$ cat config.mk
export PLATFORM = sky130hd
export DESIGN_NAME = pid_fan_pwm
export DESIGN_NICKNAME = d
export VERILOG_FILES = /design/src/rtl/pid_fan_pwm.sv
export SDC_FILE = /design/constraint.sdc
export NUM_CORES = 1
export LEC_CHECK = 0
export BUFFER_PORTS_ARGS = -buffer_cell sky130_fd_sc_hd__buf_2
export CAP_MARGIN = 10
export CORE_MARGIN = 2
export CORE_UTILIZATION = 43
export CTS_BUF_LIST = sky130_fd_sc_hd__clkbuf_4 sky130_fd_sc_hd__clkbuf_8
export DETAILED_ROUTE_END_ITERATION = 16
export HOLD_SLACK_MARGIN = 0.05
export PLACE_DENSITY = 0.67
export SYNTH_ARGS = -nofsm -noshare
export SYNTH_HDL_FRONTEND = slang
export SYNTH_SLANG_ARGS = --single-unit
export TNS_END_PERCENT = 30
$ cat constraint.sdc
create_clock -name clk_i -period 3.36 [get_ports clk_i]
set_input_delay 0.336 -clock clk_i [delete_from_list [all_inputs] [get_ports clk_i]]
set_output_delay 0.336 -clock clk_i [all_outputs]
set_load 0.01 [all_outputs]
$ cat src/rtl/pid_fan_pwm.sv
// rtl/pid_fan_pwm.sv - PID-driven fan PWM with OFF/KICK/RUN start-up control
// Optional feature macro: PWM_MIN_DUTY_EN (raise small nonzero duty to MIN_DUTY).
module pid_fan_pwm #(
    parameter int ADC_BITWIDTH = 8,
    parameter int PRESCALER    = 4,
    parameter int KICK_PERIODS = 16,
    parameter int MIN_DUTY     = 32
) (
    input  logic                           clk_i,
    input  logic                           rstn_i,
    input  logic                           en_i,
    input  logic signed [ADC_BITWIDTH:0]   PID_value_i,
    output logic                           pwm_o,
    output logic                           period_strb_o,
    output logic        [ADC_BITWIDTH-1:0] duty_o,
    output logic        [1:0]              state_o
);

    localparam int W  = ADC_BITWIDTH;
    localparam int PW = (PRESCALER > 1) ? $clog2(PRESCALER) : 1;
    localparam int KW = (KICK_PERIODS > 1) ? $clog2(KICK_PERIODS) : 1;

    localparam logic [PW-1:0] PRESC_LAST = PW'(PRESCALER - 1);
    localparam logic [W-1:0]  CNT_LAST   = {{(W-1){1'b1}}, 1'b0};
    localparam logic [W-1:0]  DUTY_MAX   = {W{1'b1}};
    localparam logic [KW-1:0] KICK_INIT  = (KICK_PERIODS > 0) ? KW'(KICK_PERIODS - 1) : '0;

    typedef enum logic [1:0] {
        ST_OFF  = 2'd0,
        ST_KICK = 2'd1,
        ST_RUN  = 2'd2
    } state_t;

    logic [PW-1:0] presc_q, presc_d;
    logic [W-1:0]  cnt_q,   cnt_d;
    logic [KW-1:0] kick_q,  kick_d;
    logic          start_q, start_d;
    state_t        state_q, state_d;
    logic [W-1:0]  duty_q,  duty_d;
    logic          pwm_q,   pwm_d;
    logic          strb_q,  strb_d;

    logic          tick;
    logic          wrap;
    logic          boundary;
    logic          pid_pos;
    logic [W-1:0]  target_raw;
    logic [W-1:0]  target;

    // Negative or zero controller output means "fan off".
    assign pid_pos    = !PID_value_i[W] && (PID_value_i[W-1:0] != '0);
    assign target_raw = pid_pos ? PID_value_i[W-1:0] : '0;

`ifdef PWM_MIN_DUTY_EN
    localparam logic [W-1:0] MIN_D = W'(MIN_DUTY);
    assign target = ((target_raw != '0) && (target_raw < MIN_D)) ? MIN_D : target_raw;
`else
    logic [W-1:0] unused_min_duty;
    assign unused_min_duty = W'(MIN_DUTY);
    assign target          = target_raw;
`endif

    assign tick     = en_i && (presc_q == PRESC_LAST);
    assign wrap     = tick && (cnt_q == CNT_LAST);
    assign boundary = en_i && (start_q || wrap);

    always_comb begin
        presc_d = presc_q;
        cnt_d   = cnt_q;
        kick_d  = kick_q;
        start_d = start_q;
        state_d = state_q;
        duty_d  = duty_q;
        strb_d  = 1'b0;

        if (!en_i) begin
            presc_d = '0;
            cnt_d   = '0;
            kick_d  = '0;
            start_d = 1'b1;
            state_d = ST_OFF;
            duty_d  = '0;
        end else if (boundary) begin
            presc_d = '0;
            cnt_d   = '0;
            start_d = 1'b0;
            strb_d  = 1'b1;
            case (state_q)
                ST_OFF: begin
                    if (target != '0) begin
                        if (KICK_PERIODS > 0) begin
                            state_d = ST_KICK;
                            duty_d  = DUTY_MAX;
                            kick_d  = KICK_INIT;
                        end else begin
                            state_d = ST_RUN;
                            duty_d  = target;
                        end
                    end else begin
                        duty_d = '0;
                    end
                end
                ST_KICK: begin
                    if (target == '0) begin
                        state_d = ST_OFF;
                        duty_d  = '0;
                    end else if (kick_q == '0) begin
                        state_d = ST_RUN;
                        duty_d  = target;
                    end else begin
                        kick_d = kick_q - 1'b1;
                        duty_d = DUTY_MAX;
                    end
                end
                ST_RUN: begin
                    if (target == '0) begin
                        state_d = ST_OFF;
                        duty_d  = '0;
                    end else begin
                        duty_d = target;
                    end
                end
                default: begin
                    state_d = ST_OFF;
                    duty_d  = '0;
                end
            endcase
        end else if (tick) begin
            presc_d = '0;
            cnt_d   = cnt_q + 1'b1;
        end else begin
            presc_d = presc_q + 1'b1;
        end

        // Compare against the next count/duty so pwm_o rises with the strobe.
        pwm_d = en_i && (cnt_d < duty_d);
    end

    always_ff @(posedge clk_i or negedge rstn_i) begin
        if (!rstn_i) begin
            presc_q <= '0;
            cnt_q   <= '0;
            kick_q  <= '0;
            start_q <= 1'b1;
            state_q <= ST_OFF;
            duty_q  <= '0;
            pwm_q   <= 1'b0;
            strb_q  <= 1'b0;
        end else begin
            presc_q <= presc_d;
            cnt_q   <= cnt_d;
            kick_q  <= kick_d;
            start_q <= start_d;
            state_q <= state_d;
            duty_q  <= duty_d;
            pwm_q   <= pwm_d;
            strb_q  <= strb_d;
        end
    end

    assign pwm_o         = pwm_q;
    assign period_strb_o = strb_q;
    assign duty_o        = duty_q;
    assign state_o       = state_q;

endmodule
==> out/results.ini <==
[global_routing]
met1_usage_pct = 24.4
grtUsageMet2_pct = 30.1
use_met3_pct = 2.86
grt_overflow = 0
grtUsageTotal_pct = 18.2
grt_max_degree = 28
grt.busiest_layer = met2
antenna_found_initial = 0
grt_first_pass_wirelength_mm = 5.81
grt_pass1_vias = 1256

[sta]
setup-violations-final = 0
tightest_slew_ns = 0.590
min_period_ns = 3.13
final-hold-violation-count = 0
timing.hold.ws_ns = 0.291
fmax_mhz = 320
relSlewSlack_pct = 60.6
finalMaxSlewViolations = 0
fin_setup_tns_ns = 0
min_period_over_period_pct = 93.1
finClkSkew_ns = 0.00370
rsz0062_at_grt = false

[route]
drc_errors = 0
ant_nets = 0
wl_per_cell_um = 14.1
first_pass_iters = 4
drt_wl_total_mm = 3.22
vias = 1266
vias_per_cell = 5.53
detail_route.iter0.violations = 52

[floorplanning]
start_util_pct = 44.9
die_height_um = 63.2
ios = 24
rows = 21
die_w_um = 63.2
core_area_um2 = 3360
dieArea_um2 = 4000

[power_and_ir_drop]
p_sw_w = 0.000157
pwr-share-comb_pct = 16.2
switching_share_pct = 26.6
leakagePower_nw = 0.867
seqPwrFrac_pct = 59.3
cell_internal_pwr_w = 0.000435
peakVddDrop_mv = 0.249
pwr-share-clk_pct = 24.5
p_total_w = 0.000592
power_per_cell_area_nw_per_um2 = 340

[synth]
synth_top_family_by_area = compound AO/OA/AOI/OAI gates
synth_ff_type = dfrtp_1
ys_ff_latch = 27
synth_area_per_cell_um2 = 9.74
syn_inst = 155
synth_edf_count = 0
synth_cell_type_count = 36
synth.yosys.warnings = 0
ys_seq_area_share_pct = 44.9
synthArstFlopShare_pct = 100
synthesis.nets = 178
synth_compound_area_share_pct = 20.7
synth.area.mux_share_pct = 0.663
synth-adder-area-share_pct = 9.12
yosys.area_share.simple_pct = 18.1
syn_area_um2 = 1510
synth_xor_area_share_pct = 2.90

[clock_network]
clk_path_buf_depth = 2
cts.htree.levels = 1
clkLatencyLatePin_ns = 0.32
clkSinkCount = 27
cts_tree = built
cts_setup_buffers = 0
clockRootBuffer = clkbuf_4
cts.clk_slew.worst_paths_ns = 0.13
cts_inserted_buffers = 3

[critical_path]
crit_slowest_cell = or3b_2
startpoint = presc_q[0]
rr_worst_depth = 10
start_kind = register
path_depth = 10
worstPathMaxFanout = 11
worstPathArrival_ns = 3.38
crit_family = compound AO/OA/AOI/OAI gates
crit_path_cell_trace = ha_1 -> nand2_1 -> o41a_1 -> and2_1 -> a22oi_1 -> ha_1 -> a21o_1 -> a21o_1 -> or3b_2 -> o21ai_0
cpPeakStageDelay_ns = 0.45
reg2reg_from = presc_q[0]
worstSetupPathType = register to register
cp_num_buf_inv = 0
endpoint_kind = register
worstPathRequired_ns = 3.61

[finish]
area_delta_synth_final_pct = 15.3
diodes = 0
nNetsFinal = 207
drive_gt1_share_pct = 21.9

[placed_design]
hpwl_mm = 2.46
port_buffers = 23
gp_congestion = 0.792

[worst_hold_path]
hp-start = en_i
hold_class = primary input to register
holdPathStages = 2

[flow_run]
drv_cap = 0

[status]
status = completed

metrics by stage:
step,util [%],cell area (um2),setup WS (ns),instances
after floorplan,-,1510,0.358,155
after global placement,50.3,1690,0.332,224
after detailed placement,50.3,1690,0.238,224
after CTS,51.5,1730,0.230,229
after global routing,51.7,1740,0.0149,229
final,51.7,1740,0.232,229
cells by family (layout without fill, tap and decap cells):
| kind of cell | Yosys count | in the layout |
|---|---|---|
| xor gates and xnor gates | 5 | 5 |
| DFF | 27 | 27 |
| AOI/OAI and AO/OA | 45 | 45 |
| buffers and inverters | 14 | 42 |
| adders and majority gates | 11 | 11 |
| and+or+nand+nor | 52 | 52 |
| muxes | 1 | 1 |
placed cells by master, fill, tap and decap left out, drive strengths merged:
cell / synthesis / final
xor2: 5 / 5
nor2b: 2 / 2
nor3b: 2 / 2
nand3: 3 / 3
buf: 1 / 26
dfstp: 1 / 1
and3: 1 / 1
and2: 3 / 3
o2111a: 1 / 1
a21o: 7 / 7
nand2: 8 / 8
dlygate4sd3: 0 / 1
nand4: 4 / 4
mux2i: 1 / 1
dfrtp: 26 / 26
o41a: 1 / 1
o221a: 2 / 2
a21oi: 11 / 11
a311oi: 1 / 1
clkbuf: 2 / 4
or3: 2 / 2
o21ai: 6 / 6
or2: 3 / 3
o21a: 2 / 2
inv: 11 / 11
nor3: 4 / 4
a22oi: 7 / 7
ha: 11 / 11
nor2: 16 / 16
or3b: 1 / 1
a31oi: 3 / 3
nand2b: 1 / 1
nor4: 2 / 2
a22o: 4 / 4
registers in the layout, indices dropped and copies added, names as in the netlist:
signal,count
kick_q,4
period_strb_o,1
cnt_q,8
presc_q,2
pwm_o,1
duty_o,8
state_o,2
start_q,1
final timing paths:
check / end / slack (ns)
setup / recovery: pwm_o / 0.23
hold / removal: start_q / 0.29
setup reg to reg: pwm_o / 0.23
hold reg to reg: presc_q[0] / 0.47
max in group asynchronous: duty_o[5] / 2.44
min in group asynchronous: period_strb_o / 0.53
metal layers:
layer / part of all wire, % / vias to the layer above
li1: - / 621
met1: 47 / 609
met2: 46 / 29
met3: 4.8 / 7
met4: 1.7 / 0
met5: 0 / -
final cells by class:
class	instances	area, um2
fill	338	1620
multi-input combinational	114	786
sequential	27	677
timing repair buffer	27	148
tap	46	57.6
inverter	11	41.3
clock buffer	4	30.0
Yosys cell counts, drive strengths merged, types with 2 or more instances:
| cell type | n | area [um2] |
|---|---|---|
| clkbuf | 2 | 8.75 |
| o21ai | 6 | 30.0 |
| a22o | 4 | 35.0 |
| a22oi | 7 | 52.6 |
| nor2 | 16 | 60.1 |
| o221a | 2 | 22.5 |
| or2 | 3 | 18.8 |
| and2 | 3 | 18.8 |
| nand2 | 8 | 30.0 |
| a31oi | 3 | 18.8 |
| nor3b | 2 | 26.3 |
| nor3 | 4 | 20.0 |
| a21o | 7 | 52.6 |
| inv | 11 | 41.3 |
| ha | 11 | 138 |
| dfrtp | 26 | 651 |
| nand4 | 4 | 25.0 |
| or3 | 2 | 12.5 |
| nor2b | 2 | 12.5 |
| nor4 | 2 | 12.5 |
| xor2 | 5 | 43.8 |
| a21oi | 11 | 55.1 |
| o21a | 2 | 15.0 |
| nand3 | 3 | 15.0 |
repair_timing:
item / CTS / global route
gates resized for setup: 0 / 3
hold buffers: 1 / 0
endpoints found under the hold margin: 26 / 0
endpoints found under the setup margin: 0 / 1
power by group through the flow:
stage               Clock, W  Combinational [W]  Sequential, W
finish              0.000145          0.0000957       0.000351
global route        0.000166           0.000110       0.000353
CTS                 0.000150          0.0000961       0.000350
detailed placement         0          0.0000946       0.000356
global placement           0          0.0000914       0.000356
floorplan                  0          0.0000524       0.000359
Power figures use the tool's default switching activity.
